**config.mk**
```make
export PLATFORM = sky130hd
export DESIGN_NAME = pipeline_ctrl
export DESIGN_NICKNAME = d
export VERILOG_FILES = /design/src/rtl/pipeline_ctrl.sv
export SDC_FILE = /design/constraint.sdc
export NUM_CORES = 1
export LEC_CHECK = 0
export BUFFER_PORTS_ARGS = -buffer_cell sky130_fd_sc_hd__buf_4
export CORE_AREA = 8 8 45 47
export DETAILED_ROUTE_END_ITERATION = 10
export DIE_AREA = 0 0 53 55
export PLACE_DENSITY_LB_ADDON = 0.3
export SYNTH_ARGS = -nofsm -noshare
export SYNTH_HDL_FRONTEND = slang
export SYNTH_SLANG_ARGS = --single-unit
```
**constraint.sdc**
```tcl
create_clock -name CLK -period 1.68 [get_ports CLK]
set_input_delay 0 -clock CLK [delete_from_list [all_inputs] [get_ports CLK]]
set_output_delay 0 -clock CLK [all_outputs]
set_load 0.05 [all_outputs]
```
**src/rtl/pipeline_ctrl.sv**
```systemverilog
// -----------------------------------------------------------------------------
// pipeline_ctrl
//
// Sequencing controller for the five-stage pipeline register bank
// (IF/ID, ID/EX, EX/MEM, MEM/WB). Every cycle it decides which stage
// registers load, which are cleared to a bubble, and whether the PC advances.
// It resolves instruction/data memory waits, load-use hazards, redirects
// resolved in MEM, and halt. It also gates the cache request lines so that a
// data access that has already completed is never issued a second time.
//
// Optional feature macro: PIPE_CTRL_PERF_EN
//   When defined, adds the 32-bit performance counters stall_cnt and
//   flush_cnt. When undefined, those ports and counters do not exist and
//   behaviour is otherwise identical.
//
// Parameters:
//   REG_W         register-specifier width (default 5)
//
// Ports:
//   CLK           in   system clock, rising edge
//   RST           in   synchronous active-high reset; forces every output to 0
//   ihit          in   instruction fetch completes this cycle
//   dhit          in   data access completes this cycle
//   mem_dren      in   MEM-stage instruction is a load
//   mem_dwen      in   MEM-stage instruction is a store
//   mem_redirect  in   MEM-stage branch taken / jump / jr / jal
//   ex_memtoreg   in   EX-stage instruction is a load
//   ex_rt         in   EX-stage load destination register
//   id_rs, id_rt  in   ID-stage source registers
//   wb_halt       in   WB-stage instruction is halt
//   pc_en         out  PC loads its next value
//   ifid_en, idex_en, exmem_en, memwb_en   out  stage register loads
//   ifid_flush, idex_flush, exmem_flush    out  stage register clears (wins
//                                               over the matching enable)
//   iren          out  instruction read request
//   dren, dwen    out  data read / write request
//   halt          out  sticky processor-halted flag
//   stall_cnt     out  (PIPE_CTRL_PERF_EN only) stalled-cycle counter
//   flush_cnt     out  (PIPE_CTRL_PERF_EN only) advancing-redirect counter
// -----------------------------------------------------------------------------
module pipeline_ctrl #(
   parameter int REG_W = 5
) (
   input  logic             CLK,
   input  logic             RST,
   input  logic             ihit,
   input  logic             dhit,
   input  logic             mem_dren,
   input  logic             mem_dwen,
   input  logic             mem_redirect,
   input  logic             ex_memtoreg,
   input  logic [REG_W-1:0] ex_rt,
   input  logic [REG_W-1:0] id_rs,
   input  logic [REG_W-1:0] id_rt,
   input  logic             wb_halt,
   output logic             pc_en,
   output logic             ifid_en,
   output logic             idex_en,
   output logic             exmem_en,
   output logic             memwb_en,
   output logic             ifid_flush,
   output logic             idex_flush,
   output logic             exmem_flush,
   output logic             iren,
   output logic             dren,
   output logic             dwen,
   output logic             halt
`ifdef PIPE_CTRL_PERF_EN
   ,
   output logic [31:0]      stall_cnt,
   output logic [31:0]      flush_cnt
`endif
);

   typedef enum logic [1:0] {
      ST_RUN   = 2'd0,   // no data access outstanding
      ST_DWAIT = 2'd1,   // MEM holds a load/store that has not completed
      ST_DDONE = 2'd2,   // data served, waiting for ihit to advance
      ST_HALT  = 2'd3    // stopped until reset
   } state_t;

   state_t state_q;
   state_t state_d;

   logic memop;
   logic mem_ok;
   logic not_halt;
   logic adv;
   logic load_use;
   logic go;

   // ---------------------------------------------------------------------------
   // Hazard and advance decision
   // ---------------------------------------------------------------------------
   always_comb begin
      memop    = mem_dren | mem_dwen;
      not_halt = (state_q != ST_HALT);
      // Once the data side is served (DDONE) the MEM access no longer blocks.
      mem_ok   = !memop | dhit | (state_q == ST_DDONE);
      adv      = ihit & mem_ok & not_halt;
      // Register 0 is hardwired, so a load to it never creates a dependency.
      load_use = ex_memtoreg & (ex_rt != '0) &
                 ((ex_rt == id_rs) | (ex_rt == id_rt));
      // A halt reaching WB beats an advance in the same cycle, and reset
      // freezes everything.
      go       = adv & !wb_halt & !RST;
   end

   // ---------------------------------------------------------------------------
   // Stage enables, flushes and PC enable
   // ---------------------------------------------------------------------------
   always_comb begin
      pc_en       = 1'b0;
      ifid_en     = 1'b0;
      idex_en     = 1'b0;
      exmem_en    = 1'b0;
      memwb_en    = 1'b0;
      ifid_flush  = 1'b0;
      idex_flush  = 1'b0;
      exmem_flush = 1'b0;

      if (go) begin
         if (mem_redirect) begin
            // Squash the three younger instructions; this outranks load-use
            // because the stalled instruction is on the wrong path anyway.
            pc_en       = 1'b1;
            ifid_en     = 1'b1;
            idex_en     = 1'b1;
            exmem_en    = 1'b1;
            memwb_en    = 1'b1;
            ifid_flush  = 1'b1;
            idex_flush  = 1'b1;
            exmem_flush = 1'b1;
         end else if (load_use) begin
            // Hold PC and IF/ID, inject a bubble into ID/EX, let the load
            // continue down the pipe.
            idex_en     = 1'b1;
            idex_flush  = 1'b1;
            exmem_en    = 1'b1;
            memwb_en    = 1'b1;
         end else begin
            pc_en       = 1'b1;
            ifid_en     = 1'b1;
            idex_en     = 1'b1;
            exmem_en    = 1'b1;
            memwb_en    = 1'b1;
         end
      end
   end

   // ---------------------------------------------------------------------------
   // Memory requests and halt flag
   // ---------------------------------------------------------------------------
   always_comb begin
      iren = not_halt & !RST;
      // In DDONE the access has already completed; dropping the request here
      // keeps the cache from performing it a second time.
      dren = mem_dren & (state_q != ST_DDONE) & not_halt & !RST;
      dwen = mem_dwen & (state_q != ST_DDONE) & not_halt & !RST;
      halt = (state_q == ST_HALT) & !RST;
   end

   // ---------------------------------------------------------------------------
   // Next-state logic
   // ---------------------------------------------------------------------------
   always_comb begin
      state_d = state_q;
      if (wb_halt || (state_q == ST_HALT)) begin
         state_d = ST_HALT;
      end else if ((state_q == ST_RUN) && memop && !dhit) begin
         state_d = ST_DWAIT;
      end else if (((state_q == ST_RUN) || (state_q == ST_DWAIT)) &&
                   memop && dhit && !ihit) begin
         state_d = ST_DDONE;
      end else if (adv) begin
         // Includes dhit and ihit together: advance straight back to RUN.
         state_d = ST_RUN;
      end
   end

   always_ff @(posedge CLK) begin
      if (RST) begin
         state_q <= ST_RUN;
      end else begin
         state_q <= state_d;
      end
   end

`ifdef PIPE_CTRL_PERF_EN
   // ---------------------------------------------------------------------------
   // Performance counters
   // ---------------------------------------------------------------------------
   logic [31:0] stall_cnt_q;
   logic [31:0] stall_cnt_d;
   logic [31:0] flush_cnt_q;
   logic [31:0] flush_cnt_d;
   logic        stall_inc;
   logic        flush_inc;

   always_comb begin
      // A stall is any live cycle where the PC does not move forward on the
      // normal path: a full freeze or a load-use hold. Counters stop in HALT.
      stall_inc   = not_halt & (!go | (!mem_redirect & load_use));
      flush_inc   = go & mem_redirect;
      stall_cnt_d = stall_cnt_q;
      flush_cnt_d = flush_cnt_q;
      if (stall_inc) begin
         stall_cnt_d = stall_cnt_q + 32'd1;   // wraps naturally at 2^32
      end
      if (flush_inc) begin
         flush_cnt_d = flush_cnt_q + 32'd1;
      end
   end

   always_ff @(posedge CLK) begin
      if (RST) begin
         stall_cnt_q <= '0;
         flush_cnt_q <= '0;
      end else begin
         stall_cnt_q <= stall_cnt_d;
         flush_cnt_q <= flush_cnt_d;
      end
   end

   assign stall_cnt = stall_cnt_q;
   assign flush_cnt = flush_cnt_q;
`endif

endmodule
```
After elaboration in Yosys (flattened, before gate mapping)

Index checks and enable logic that the tools add are counted.

Bits in registers: 2
Bits of input ports: 24
Output and inout bits: 12
Word-level logic and storage cells: 54

Eq/ne operators: 7
Mux-type cells: 13
Bitwise gates (word level): 18
Reductions and logical operators: 15

Operators by type and width:

| operator                                            | number |
|---|---|
| AND 1 bit                                           | 14 |
| equality test 5 bit                                 | 2 |
| 2-to-1 mux 1 bit                                    | 9 |
| 2-to-1 mux 2 bit                                    | 4 |
| logical AND 1 bit                                   | 5 |
| logical NOT 1 bit                                   | 5 |
| nonzero test 5 bit                                  | 1 |
| equality test 2 bit, second input constant          | 2 |
| != test 2 bit, second input constant                | 2 |
| OR 1 bit                                            | 4 |
| nonzero test 4 bit                                  | 1 |
| equality test 2 x 1 -> 1 bit, second input constant | 1 |
| logical NOT 2 bit                                   | 1 |
| logical OR 1 bit                                    | 2 |

Depth between registers and ports, before layout

Depth after elaboration: 10
Depth in mapped cells: 5
Depth with buffers taken out: 4

Worst setup path before layout

No wires, ideal clock.

Kind: flip-flop to output port
From: register state_q[1]
To: output port idex_flush
Data arrival time: 2.350 ns
Data required time: 1.680 ns
Path slack: -0.670 ns
Stages on the path, launching flop included: 5
Buffers on the path: 0
Cells stage by stage: dfxtp_1 -> a21o_1 -> a2111oi_4 -> o211ai_1 -> o21bai_1

Longest elaborated chain between the ends: 7
Elaborated cells on any way between the ends: 8
Classes of those cells: eq/ne (2); mux (1); bitwise (5)

Ends and longest elaborated chain:

| what                       | RTL line | RTL |
|---|---|---|
| start: declaration         | 82       | `state_t state_q;` |
| start signal: assignment   | 185      | `state_q <= state_d;` |
| equality test 2 bit        | 99       | `mem_ok = !memop \| dhit \| (state_q == ST_DDONE);` |
| OR 1 bit                   | 99       |  |
| AND 1 bit                  | 100      | `adv = ihit & mem_ok & not_halt;` |
| AND 1 bit (*)              | 100      |  |
| AND 1 bit (*) (2 in a row) | 106      | `go = adv & !wb_halt & !RST;` |
| 2-to-1 mux 1 bit (*)       | 122      | `if (go) begin` |
| end: declaration           | 62       | `output logic idex_flush,` |

Every way passes the cells marked *; elsewhere a longest branch is shown, timed or not.

Final worst setup path

From: register state_q[0]
To: output port idex_flush

The elaborated chain is that of the path after synthesis.

==> metrics <==
startpoint types=flip-flop; CP endpoint kind=output pin; cells after synthesis=44; Antenna diodes=0; Post-Syn Nets=68; Hold Fails Final Rpt=0; Fmax=0.621 GHz; Die Ht=55 um; layout cells sized above 1=59.0%; pin count of the biggest net entering global routing=8; hold path startpoint=wb_halt; clock-pin slew on the worst setup and hold paths=30 ps; Least-Margin Pin Slew=398 ps; Layout area overhead=104%; vias=around 450; Std-Cell Rows=14; Worst VDD drop=roughly 0.22 mV; RSZ-0062 raised after global routing=true; largest cells by area after synthesis=xor2_1 26%, dfxtp_1 12%, buf_4 8.8%; critical path peak fanout=4; top cell type by total area after synthesis=xor2_1; Largest register FFs=2; TritonCTS Buffers=3; Top Ports=36; total wire length=1.21 mm; Clock Skews=6.92 ps; worst hold stages=3; root buf cell=clkbuf_4; final max-slew violation count=0; pwr/cell area=between 400 and 500 nW/um2; number of global-route vias before repair=roughly 470; depth of the CTS H-tree=1; total track usage=8.02%; Period Utilization, post-route=95.9%; initial antenna violation count=0; largest registers=state_q: 2 flops; Placed Area=623 um2; Synth warnings=0; vias per std cell=4.49; area of the die=2920 um2; Crit Path Class=reg2out; Max Root-Sink Buffers=2; initial DRC count=4; Seq/Total Area, Yosys=11.8%; post-route design area=693 um2; crit path DAT=1610 ps; Syn Std Cell Area=340 um2; grt ovf=0; dpl cells=92; HPWL after detailed placement=1.01 mm; max cap viols=0; first-pass GRT wire length=1.80 mm; WP data required=1680 ps; relative slew slack=73.5%; Syn Area/Cell=7.73 um2; commonest non-fill, non-tap cell in the layout=buf_4; Hold Path End=state_q[0]; commonest non-fill, non-tap cells in the layout=36 x buf_4, 10 x xor2_1, 5 x nor2_1; post-route ant nets=0; iteration count of the initial detailed-routing pass=3; worst-skew pair later-pin latency=230 ps; Leakage=0.343 nW; status=complete, no violations; Final Setup Violations=0; Cell Count, Final, Fillers Out=99; GPL Wtd Cong=0.620; reg2reg setup slack=840 ps; RR Endpoint=state_q[0]; Top reg by flops=state_q; wire length per cell=12.2 um; chip width=53 um; RR Startpoint=state_q[1]; Hold Path Class=in2reg; Unique masters post-synth=20; top-area cell type share of the netlist area=25.7%; port bufs=35; crit path time final=1610 ps; DRC=0; Yosys reg bits=2; Initial Util=24.6%; FF-to-FF path depth=3; Sink Count=2; CTS tree=done; Core ar.=1380 um2; nets=109
critical path, stage by stage (launching register included):
cell and delay [ps]:
dfxtp_2 320, a21o_1 210, a2111oi_4 340, o211ai_1 200, o21bai_4 160, buf_8 160
per-stage QoR:
stage / total power, W / setup WS, ps / hold slack [ps] / utilization (%) / setup TNS [ps]
floorplan: 0.000156 / -329 / 61.7 / - / -905
global placement: 0.000226 / 216 / 205 / 45.0 / 0
detailed placement: 0.000227 / 206 / 206 / 45.0 / 0
CTS: 0.000347 / 1.49 / 51.3 / 48.2 / 0
global route: 0.000370 / -54.6 / 81.0 / 50.1 / -54.6
finish: 0.000343 / 69.3 / 58.6 / 50.1 / 0
synthesized netlist by cell type:
cell,n
o211ai_1,1
a21o_1,1
a31oi_1,1
inv_1,2
or2_4,1
nor2_1,5
nor3_1,2
a2111oi_4,1
buf_4,4
a22oi_1,1
o21ai_0,3
o21bai_1,1
o31a_1,1
nor3b_1,2
dfxtp_1,2
nand2_1,1
xor2_1,10
and2_4,1
a21oi_1,3
or4_1,1
per-layer routing:
metal / routed length [um] / track usage [%]
met1: 469 / 8.03
met2: 550 / 12.3
met5: 0 / 0
met3: 181 / 5.88
met4: 5 / 3.88
repair_timing:
action                                  in CTS  in global routing
endpoints found under the setup margin       1                  3
setup buffers                                1                  2
cloned                                       0                  0
endpoints found under the hold margin        2                  0
pin swaps                                    3                  1
hold buffers                                 1                  0
gates resized for setup                      1                  3
layout make-up:
| cell class | count | area (um2) |
|---|---|---|
| clock buffers | 3 | 22.5 |
| fillers | 143 | 691 |
| flip-flops and latches | 2 | 42.5 |
| well taps | 16 | 20.0 |
| repair buffers | 40 | 318 |
| inverters | 2 | 7.51 |
| multi-input cells | 36 | 283 |
kinds of logic (layout without fill, tap and decap cells):
family	count (synthesis)	after routing	share of synthesized area, %
AO/OA/AOI/OAI	13	13	30.2
XOR/XNOR	10	10	25.7
buffers and inverters	6	45	11.0
flip-flops	2	2	11.8
AND/OR/NAND/NOR	13	13	21.3
how the worst max path moves through the flow:
stage	startpoint	to	slack [ps]
floorplan	state_q[1]	idex_flush	-330
global placement	state_q[1]	idex_flush	220
detailed placement	state_q[1]	idex_flush	210
CTS	state_q[0]	idex_flush	1
global route	state_q[0]	idex_flush	-50
finish	state_q[0]	idex_flush	70
where the power goes:
part	total, W	internal [W]	leakage, nW	switching [W]
logic	0.000176	0.0000839	0.313	0.0000926
clock network	0.000109	0.0000791	0.0138	0.0000300
registers	0.0000577	0.0000527	0.0171	0.00000498
total	0.000343	0.000216	0.343	0.000128
No activity file was read; power rests on OpenSTA's default activity.
